`src/rtl/card_lock_pkg.sv`:
```
// Shared types and the guest-code LFSR step for the card lock controller.
package card_lock_pkg;

    typedef enum logic [1:0] {
        GUEST    = 2'b00,
        MAID     = 2'b01,
        MANAGER  = 2'b10,
        RESERVED = 2'b11
    } card_type_t;

    typedef enum logic [1:0] {
        IDLE     = 2'b00,
        UNLOCKED = 2'b01,
        LOCKOUT  = 2'b10
    } lock_state_t;

    localparam int LFSR_MAX_W = 64;

    // Width-agnostic step: shift left, feed parity of tapped bits into bit 0.
    function automatic logic [LFSR_MAX_W-1:0] lfsr_next(
        input logic [LFSR_MAX_W-1:0] c,
        input logic [LFSR_MAX_W-1:0] taps,
        input int                    w
    );
        logic [LFSR_MAX_W-1:0] mask;
        logic                  fb;
        mask = (w >= LFSR_MAX_W) ? '1 : ((64'd1 << w) - 64'd1);
        fb   = ^(c & taps & mask);
        return ((c << 1) | {{(LFSR_MAX_W-1){1'b0}}, fb}) & mask;
    endfunction

endpackage

```
`src/rtl/guest_code_lfsr.sv`:
```
// Holds the rolling guest code; presents current and next value, advances on load_next.
module guest_code_lfsr
    import card_lock_pkg::*;
#(
    parameter int                CODE_W     = 16,
    parameter logic [CODE_W-1:0] LFSR_TAPS  = 16'hB400,
    parameter logic [CODE_W-1:0] GUEST_SEED = 16'h0001
) (
    input  logic              clk,
    input  logic              reset_n,
    input  logic              load_next,
    output logic [CODE_W-1:0] code,
    output logic [CODE_W-1:0] code_next
);

    assign code_next = CODE_W'(lfsr_next(LFSR_MAX_W'(code), LFSR_MAX_W'(LFSR_TAPS), CODE_W));

    always_ff @(posedge clk or negedge reset_n) begin
        if (!reset_n)
            code <= GUEST_SEED;
        else if (load_next)
            code <= code_next;
    end

endmodule

```
`src/rtl/card_lock_controller.sv`:
```
// Card lock FSM: validates reads, times the latch, counts consecutive failures into lockout.
module card_lock_controller
    import card_lock_pkg::*;
#(
    parameter int                CODE_W         = 16,
    parameter logic [CODE_W-1:0] LFSR_TAPS      = 16'hB400,
    parameter logic [CODE_W-1:0] GUEST_SEED     = 16'h0001,
    parameter logic [CODE_W-1:0] MAID_CODE      = 16'h5A5A,
    parameter logic [CODE_W-1:0] MANAGER_CODE   = 16'hC3C3,
    parameter int                UNLOCK_CYCLES  = 1000,
    parameter int                MAX_FAILS      = 3,
    parameter int                LOCKOUT_CYCLES = 5000
) (
    input  logic              clk,
    input  logic              reset_n,
    input  logic              card_read,
    input  logic [1:0]        card_type,
    input  logic [CODE_W-1:0] entry_code_on_card,
    input  logic              trip_lock_for_guest,
    output logic              unlock,
    output logic              card_rejected,
    output logic              locked_out,
    output logic [CODE_W-1:0] guest_code
);

    localparam int TMR_MAX = (UNLOCK_CYCLES > LOCKOUT_CYCLES) ? UNLOCK_CYCLES : LOCKOUT_CYCLES;
    localparam int TMR_W   = $clog2(TMR_MAX + 1);
    localparam int FAIL_W  = $clog2(MAX_FAILS + 1);

    lock_state_t       state;
    logic [TMR_W-1:0]  timer;
    logic [FAIL_W-1:0] fail_cnt;
    logic [CODE_W-1:0] code_next;
    card_type_t        ctype;
    logic              accept, count_fail, advance, mgr_ok, load_next;

    assign ctype  = card_type_t'(card_type);
    assign mgr_ok = (ctype == MANAGER) && (entry_code_on_card == MANAGER_CODE);

    // Tripped guest/maid reads are refused without counting toward lockout.
    always_comb begin
        accept     = 1'b0;
        count_fail = 1'b0;
        advance    = 1'b0;
        case (ctype)
            GUEST: begin
                if (!trip_lock_for_guest) begin
                    if (entry_code_on_card == guest_code)
                        accept = 1'b1;
                    else if (entry_code_on_card == code_next) begin
                        accept  = 1'b1;
                        advance = 1'b1;
                    end else
                        count_fail = 1'b1;
                end
            end
            MAID: begin
                if (!trip_lock_for_guest) begin
                    if (entry_code_on_card == MAID_CODE)
                        accept = 1'b1;
                    else
                        count_fail = 1'b1;
                end
            end
            MANAGER: begin
                if (mgr_ok)
                    accept = 1'b1;
                else
                    count_fail = 1'b1;
            end
            default: count_fail = 1'b1;
        endcase
    end

    assign load_next = card_read && (state != LOCKOUT) && advance;

    guest_code_lfsr #(
        .CODE_W     (CODE_W),
        .LFSR_TAPS  (LFSR_TAPS),
        .GUEST_SEED (GUEST_SEED)
    ) u_guest_code (
        .clk       (clk),
        .reset_n   (reset_n),
        .load_next (load_next),
        .code      (guest_code),
        .code_next (code_next)
    );

    // Timer countdown is written first; a card decision in the same cycle overrides it.
    always_ff @(posedge clk or negedge reset_n) begin
        if (!reset_n) begin
            state         <= IDLE;
            timer         <= '0;
            fail_cnt      <= '0;
            unlock        <= 1'b0;
            card_rejected <= 1'b0;
            locked_out    <= 1'b0;
        end else begin
            card_rejected <= 1'b0;
            if (state != IDLE) begin
                if (timer <= TMR_W'(1)) begin
                    state      <= IDLE;
                    timer      <= '0;
                    unlock     <= 1'b0;
                    locked_out <= 1'b0;
                end else
                    timer <= timer - 1'b1;
            end
            if (card_read) begin
                if ((state == LOCKOUT) ? mgr_ok : accept) begin
                    state      <= UNLOCKED;
                    timer      <= TMR_W'(UNLOCK_CYCLES);
                    fail_cnt   <= '0;
                    unlock     <= 1'b1;
                    locked_out <= 1'b0;
                end else begin
                    card_rejected <= 1'b1;
                    if (state != LOCKOUT && count_fail) begin
                        if (fail_cnt == FAIL_W'(MAX_FAILS - 1)) begin
                            state      <= LOCKOUT;
                            timer      <= TMR_W'(LOCKOUT_CYCLES);
                            fail_cnt   <= '0;
                            unlock     <= 1'b0;
                            locked_out <= 1'b1;
                        end else
                            fail_cnt <= fail_cnt + 1'b1;
                    end
                end
            end
        end
    end

endmodule

```
`config.mk`:
```
export PLATFORM = sky130hd
export DESIGN_NAME = card_lock_controller
export DESIGN_NICKNAME = d
export VERILOG_FILES = /design/src/rtl/card_lock_pkg.sv /design/src/rtl/guest_code_lfsr.sv /design/src/rtl/card_lock_controller.sv
export SDC_FILE = /design/constraint.sdc
export NUM_CORES = 1
export LEC_CHECK = 0
export ABC_AREA = 1
export CORE_MARGIN = 5
export CORE_UTILIZATION = 40
export CTS_BUF_LIST = sky130_fd_sc_hd__clkbuf_2
export DETAILED_ROUTE_END_ITERATION = 6
export GPL_TIMING_DRIVEN = 0
export PLACE_DENSITY_LB_ADDON = 0.12
export SLEW_MARGIN = 25
export SYNTH_ARGS = -nofsm -noshare
export SYNTH_HDL_FRONTEND = slang
export SYNTH_SLANG_ARGS = --single-unit
```
`constraint.sdc`:
```
create_clock -name clk -period 3.78 [get_ports clk]
set_input_delay 0.756 -clock clk [delete_from_list [all_inputs] [get_ports clk]]
set_output_delay 0.756 -clock clk [all_outputs]
set_load 0.01 [all_outputs]
```
==> qor.yml, run 1 <==
postCtsHoldBufs: 0
synth_edf_count: 0
cellLeakagePower_nw: 1.49
syn_inst: 357
tritoncts: "built"
place_congestion: 0.832
relSlewSlack_pct: 58.3
clk_pin_slew_ns: 0.20
diodes: 0
worstPathArrival_ns: 1.64
min_period_ns: 2.39
max_freq_mhz: 418
die_y_um: 89.6
antenna_found_initial: 0
initial_core_util_pct: 40.6
clk_path_buf_depth: 2
finalHoldViolCount: 0
ff2ff_path_depth: 7
status: "finished clean"
finalCritPeriodShare_pct: 63.3
clock_latency_ns: 0.38
areaGrowthSynthToFinish_pct: 21.6
numCtsBuffers: 5
tightest_slew_ns: 0.620
peakVddDrop_v: 0.000308
clkSinkCount: 36
cp_data_required_time_ns: 3.02
seqPwrFrac_pct: 47.2
ant_nets: 0
dp_hpwl_um: 4570
crit_type: "flip-flop to output pin"
async_flop_share_pct: 100
synth_top_cell_by_area: "dfrtp_1"
ys_seq_area_share_pct: 35.6
ys_warn_count: 0
finClkSkew_ns: 0.0148
yosysMostFrequentCell: "nand2_1"
ys_types: 30
ys_ff_latch: 36
postCtsResizedCells: 0
drc: 0
grt_max_degree: 30
startpoint_type: "flip-flop"
worstSetupEndpointType: "output pin"
drt_iter0_markers: 118
nets: 429
final_cell_area_um2: 3080
power.internal_w: 0.000703
powerDensity_nw_per_um2: 375
rows: 29
clkPwrFrac_pct: 15.7
fp.coreArea_um2: 6240
dieArea_um2: 8030
cts_setup_buffers: 0
r2r_end: "timer[11]"
cts_root_buffer: "clkbuf_2"
fp.dieW_um: 89.6
wl_per_cell_um: 12.3
rsz0062_at_grt: "no"
synth_nets: 381
p_sw_w: 0.000452
place_area_um2: 3050
portBuffers: 40
overflow: 0
drt_wl_total_um: 5940
grt_pass1_wl_um: 9740
r2r_slack_ns: 1.88
synthTopCellsByCount: "nand2_1, nor2_1, inv_1, dfrtp_1, xor2_1"
synth_top_area_share_pct: 34.6
setup_tns_ns: 0
viasPerCell: 4.74
grt_pass1_vias: 2093
worstPathMaxFanout: 5
vias: 2286
avgSynthCellArea_um2: 7.10
grtUsageTotal_pct: 15.8
drtPass1Iterations: 5
synthFlopType: "dfrtp_1"
htreeDepth: 2
synth_area_leaders: "dfrtp_1, nand2_1, nor2_1"
swShare_pct: 39.2
setup_violations: 0
ios: 41
cap_violations: 0
min_path_type: "primary input to async pin"
synth_area_um2: 2530
report.final.slew_viol_count: 0
r2r_start: "timer[2]"
drive_above_1_share_pct: 11.9
power_frac_comb_pct: 37.1
final cells by class:
| type | count | area [um^2] |
|---|---|---|
| well taps | 77 | 96.3 |
| plain buffers | 21 | 161 |
| multi-input cells | 254 | 1300 |
| inverters | 46 | 173 |
| fillers | 676 | 3160 |
| clock inverters | 1 | 5.00 |
| clock buffers | 6 | 30.0 |
| repair buffers | 41 | 415 |
| flip-flops and latches | 36 | 902 |
logic make-up (layout without fill, tap and decap cells):
family | after synthesis | in the layout | share of synthesized area [%]
AO/OA/AOI/OAI | 26 | 26 | 5.58
XOR/XNOR | 31 | 31 | 10.7
adder cells (fa/ha/maj) | 2 | 2 | 0.987
buffers and inverters | 67 | 115 | 13.2
flip-flops | 36 | 36 | 35.6
AND/OR/NAND/NOR | 195 | 195 | 34.0
cells in the final DEF (no fill, tap or decap), drive strengths merged, types with 11 or more instances in the layout:
master         count
xnor2             14
xor2              17
nor2              50
inv               46
nand2            109
nand4             11
clkdlybuf4s50     39
nand3             15
dfrtp             35
buf               23
o21ai             19
power by group through the flow:
stage | Sequential, W | Combinational (W) | Clock [W]
5_1_grt | 0.000559 | 0.000492 | 0.000202
3_5_place_dp | 0.000553 | 0.000432 | 0
4_1_cts | 0.000545 | 0.000435 | 0.000189
2_1_floorplan | 0.000543 | 0.000302 | 0
3_3_place_gp | 0.000551 | 0.000418 | 0
6_report | 0.000545 | 0.000429 | 0.000181
layer usage:
metal  routed length (um)  track usage [%]  vias up  share of wire (%)
met2                 2590             24.1       59                 44
met4                   72             4.33        0                1.2
met3                  285             3.65       11                4.8
met1                 2990             22.6     1027                 50
met5                    0                0        -                  0
li1                     -                -     1189                  -
worst max-delay path, cell delays in order, from the launching register on:
cell and delay, ns:
dfstp_2 0.62, buf_4 0.11, clkdlybuf4s50_1 0.52
state kept, by name (all words and copies together), names as in the netlist:
register and count:
state 2, unlock 1, fail_cnt 2, timer 13, u_guest_code.code 16, locked_out 1
card_rejected 1
through the flow:
step                      hold slack (ns)  setup WS (ns)  instances  power, W  utilization, %
final                               0.180           1.39        482   0.00115            49.4
after global routing                0.151           1.31        482   0.00125            49.4
after global placement              0.482           1.06        474  0.000969            48.6
after detailed placement            0.490           1.05        475  0.000985            48.8
after floorplan                     0.460           1.85        357  0.000845               -
after CTS                           0.165           1.36        482   0.00117            49.4
how the worst max path moves through the flow:
stage	to	slack, ns	from
5_1_grt	guest_code[0]	1.31	u_guest_code.code[0]
6_report	guest_code[0]	1.39	u_guest_code.code[0]
3_3_place_gp	card_rejected	1.06	reset_n
4_1_cts	guest_code[0]	1.36	u_guest_code.code[0]
2_1_floorplan	fail_cnt[1]	1.85	entry_code_on_card[3]
3_5_place_dp	timer[12]	1.05	entry_code_on_card[14]
No activity file was read; power rests on OpenSTA's default activity.
==> run 2, diff against run 1 <==
==> constraint.sdc (replaced) <==
create_clock -name clk -period 2.5 [get_ports clk]
set_input_delay 0.5 -clock clk [delete_from_list [all_inputs] [get_ports clk]]
set_output_delay 0.5 -clock clk [all_outputs]
set_load 0.01 [all_outputs]
==> qor.yml, run 2 (synthesis gave the netlist of run 1 again) <==
peakVddDrop_v: 0.000465
overflow: 0
largest_register: "u_guest_code.code"
initial_core_util_pct: 40.6
report.final.slew_viol_count: 0
finClkSkew_ns: 0.0163
status: "finished clean"
place_area_um2: 3050
grt_pass1_vias: 2093
ant_nets: 0
powerDensity_nw_per_um2: 565
place_congestion: 0.832
viasPerCell: 4.73
worstPathArrival_ns: 1.64
clkSinkCount: 36
portBuffers: 40
biggestRegsByFlops: "u_guest_code.code (16), timer (13)"
dieArea_um2: 8030
cap_violations: 0
drc: 0
startpoint_type: "flip-flop"
nets: 430
drtPass1Iterations: 5
cts_root_buffer: "clkbuf_2"
tritoncts: "built"
min_period_ns: 2.14
rows: 29
place_worst_setup_slack_ns: 0.0211
grtUsageTotal_pct: 15.8
clk_pin_slew_ns: 0.20
worstPathMaxFanout: 5
hold_ws_ns: 0.467
ios: 41
drive_above_1_share_pct: 11.8
drt_iter0_markers: 111
setup_tns_ns: 0
htreeDepth: 2
largest_reg_flops: 16
final_cell_area_um2: 3090
most-common-layout-cells: "nand2_1, nor2_1, inv_1"
grt_pass1_wl_um: 9740
fp.coreArea_um2: 6240
finalHoldViolCount: 0
rsz0062_at_grt: "no"
clk_path_buf_depth: 2
grt_max_degree: 30
dp_hpwl_um: 4570
die_y_um: 89.6
setup_violations: 0
cellLeakagePower_nw: 1.49
numCtsBuffers: 5
vias: 2283
areaGrowthSynthToFinish_pct: 22.0
tightest_slew_ns: 0.620
crit_type: "flip-flop to output pin"
clock_latency_ns: 0.38
wl_per_cell_um: 12.3
fp.dieW_um: 89.6
antenna_found_initial: 0
cts_setup_buffers: 0
diodes: 0
cp_data_required_time_ns: 2.00
min_path_type: "primary input to async pin"
drt_wl_total_um: 5930
worstSetupEndpointType: "output pin"
final_common_cell: "nand2_1"
finalCritPeriodShare_pct: 85.5
setup_ws_ns: 0.363
relSlewSlack_pct: 58.3
max_freq_mhz: 468
-- run 2: changes by cell type in the layout (fill, tap and decap cells not counted), sizes merged --
cell         delta
dlygate4sd3     +1
-- run 2: final timing paths --
check	start	to	slack (ns)	cells past startpoint
max reg2reg	timer[2]	timer[11]	0.60	7
min in group clk	unlock	unlock	0.52	2
max in group asynchronous	reset_n	fail_cnt[1]	1.60	3
max	u_guest_code.code[0]	guest_code[0]	0.36	2
min reg2reg	unlock	unlock	0.52	2
min	reset_n	u_guest_code.code[7]	0.47	2
-- run 2: through the flow --
stage	utilization, %	power, W	std cells
after global routing	49.5	0.00190	483
after detailed placement	48.8	0.00149	475
after floorplan	-	0.00128	357
after CTS	49.5	0.00177	483
final	49.5	0.00175	483
after global placement	48.6	0.00147	474
-- run 2: area by class of cell --
cell class | instances | area [um^2]
Sequential cell | 36 | 902
Tap cell | 77 | 96.3
Multi-Input combinational cell | 254 | 1300
Inverter | 46 | 173
Timing Repair Buffer | 42 | 425
Buffer | 21 | 161
Clock buffer | 6 | 30.0
Clock inverter | 1 | 5.00
Fill cell | 675 | 3150
-- run 2: worst max-delay path, cell delays in order (launching register included) --
cell and delay, ns:
dfstp_2 0.62, buf_4 0.11, clkdlybuf4s50_1 0.52
-- run 2: layer usage --
| metal | global-route usage, % | up-vias | routed length (um) |
|---|---|---|---|
| met1 | 22.6 | 1029 | 3000 |
| met3 | 3.56 | 11 | 282 |
| met2 | 24.1 | 53 | 2580 |
| met4 | 4.33 | 0 | 76 |
| met5 | 0 | - | 0 |
| li1 | - | 1190 | - |
-- run 2: power by group --
group	internal, W	total, W	switching (W)
Clock	0.0000669	0.000275	0.000208
Sequential	0.000708	0.000824	0.000116
Combinational	0.000289	0.000649	0.000361
-- run 2: what timing repair did --
action	CTS	global route
resized for setup	0	0
endpoints found under the hold margin	6	0
hold buffers	1	0
==> run 3, diff against run 2 <==
--- a/config.mk
+++ b/config.mk
@@ -10,9 +10,9 @@
 export CORE_UTILIZATION = 40
 export CTS_BUF_LIST = sky130_fd_sc_hd__clkbuf_2
 export DETAILED_ROUTE_END_ITERATION = 6
-export GPL_TIMING_DRIVEN = 0
 export PLACE_DENSITY_LB_ADDON = 0.12
-export SLEW_MARGIN = 25
+export REMOVE_ABC_BUFFERS = 1
+export SLEW_MARGIN = 20
 export SYNTH_ARGS = -nofsm -noshare
 export SYNTH_HDL_FRONTEND = slang
 export SYNTH_SLANG_ARGS = --single-unit
==> qor.yml, run 3 (synthesis gave the netlist of run 1 again) <==
fp.coreArea_um2: 6240
postCtsResizedCells: 0
initial_core_util_pct: 40.6
die_y_um: 89.6
postCtsHoldBufs: 0
ios: 41
drtPass1Iterations: 4
place_area_um2: 2880
largest_reg_flops: 16
vias: 2174
cap_violations: 0
rows: 29
portBuffers: 40
crit_chain: "clkdlybuf4s50_1"
fp.dieW_um: 89.6
dp_hpwl_um: 4510
seqPwrFrac_pct: 47.4
most-common-layout-cells: "nand2_1, nor2_1, inv_1"
crit_start: "u_guest_code.code[0]"
min_path_type: "primary input to async pin"
swShare_pct: 40.0
report.final.slew_viol_count: 0
powerDensity_nw_per_um2: 596
relSlewSlack_pct: 45.4
numPlacedInstances: 455
largest_register: "u_guest_code.code"
grtUsageTotal_pct: 16.2
tightest_slew_ns: 0.818
numCtsBuffers: 5
finClkSkew_ns: 0.0163
startpoint_type: "flip-flop"
r2r_start: "timer[2]"
diodes: 0
stdcell_count: 463
status: "finished clean"
htreeDepth: 2
min_period_ns: 2.08
dieArea_um2: 8030
grt_pass1_wl_um: 9900
cp_data_required_time_ns: 2.00
slowest_stage: "dfstp_2"
final_common_cell: "nand2_1"
setup_violations: 0
hold_ws_ns: 0.149
overflow: 0
nets: 409
biggestRegsByFlops: "u_guest_code.code (16), timer (13)"
p_sw_w: 0.000697
worstPathMaxFanout: 5
finalHoldViolCount: 0
ff2ff_path_depth: 7
drt_wl_total_um: 5870
clkSinkCount: 36
antenna_found_initial: 0
rsz0062_at_grt: "no"
final_cell_area_um2: 2920
worstPathArrival_ns: 1.58
power_frac_comb_pct: 36.3
grt_pass1_vias: 2132
critPathCapture: "guest_code[0]"
worstSetupEndpointType: "output pin"
ant_nets: 0
peakVddDrop_v: 0.000417
clkPwrFrac_pct: 16.3
viasPerCell: 4.70
cts_root_buffer: "clkbuf_2"
drc: 0
critPathBufInv: 1
clk_path_buf_depth: 2
drt_iter0_markers: 97
path_delay_family: "flip-flops"
max_freq_mhz: 481
cts_setup_buffers: 0
grt_max_degree: 37
clock_latency_ns: 0.40
crit_type: "flip-flop to output pin"
r2r_end: "timer[11]"
finalCritPeriodShare_pct: 83.1
cp_num_cells: 1
critPathMaxStageDelay_ns: 0.63
tritoncts: "built"
clk_pin_slew_ns: 0.22
power.internal_w: 0.00105
cellLeakagePower_nw: 1.38
drive_above_1_share_pct: 7.25
setup_tns_ns: 0
place_congestion: 0.848
r2r_slack_ns: 0.55
utilization_pct: 46.9
areaGrowthSynthToFinish_pct: 15.4
wl_per_cell_um: 12.7
[run 3: changes by cell type in the layout (fill, tap and decap cells not counted), sizes merged]
cell,change
buf,-20
clkinvlp,+2
clkbuf,-1
dlygate4sd3,-1
[run 3: routing by layer]
metal  track usage (%)  vias up  wire length [um]
li1                  -     1144                 -
met1              23.1      968              2970
met2              24.3       60              2550
met3              4.11        2               312
met4              4.33        0                31
met5                 0        -                 0
[run 3: power groups by stage]
stage          Clock [W]  Combinational [W]  Sequential (W)
6_report        0.000283           0.000633        0.000826
3_5_place_dp           0           0.000638        0.000836
2_1_floorplan          0           0.000443        0.000822
3_3_place_gp           0           0.000630        0.000834
5_1_grt         0.000328           0.000741        0.000846
4_1_cts         0.000303           0.000644        0.000825
[run 3: worst register-to-register path: stages, from the launching register on]
cell	delay [ns]
dfrtp_1	0.47
nor4_1	0.60
nand2_1	0.21
nor2_1	0.23
nand2_1	0.09
xor2_1	0.14
inv_1	0.06
nor2_1	0.10
[run 3: worst min path at each step]
stage | slack [ns] | to | cells after the start
floorplan | 0.20 | card_rejected | 0
global placement | 0.48 | unlock | 2
detailed placement | 0.49 | unlock | 2
CTS | 0.16 | u_guest_code.code[15] | 1
global route | 0.19 | u_guest_code.code[15] | 1
finish | 0.15 | u_guest_code.code[15] | 1
[run 3: final cells by class]
type                    instances  area (um^2)
clock buffers                   5         25.0
clock inverters                 3         18.8
fillers                       647         3320
inverters                      46          173
multi-input cells             254         1300
flip-flops and latches         36          902
well taps                      77         96.3
repair buffers                 42          410
[run 3: stage by stage]
step / setup WS, ns / total power, W
6_report: 0.422 / 0.00174
5_1_grt: 0.261 / 0.00192
4_1_cts: 0.379 / 0.00177
3_5_place_dp: 0.0375 / 0.00147
3_3_place_gp: 0.0732 / 0.00146
2_1_floorplan: 0.602 / 0.00126
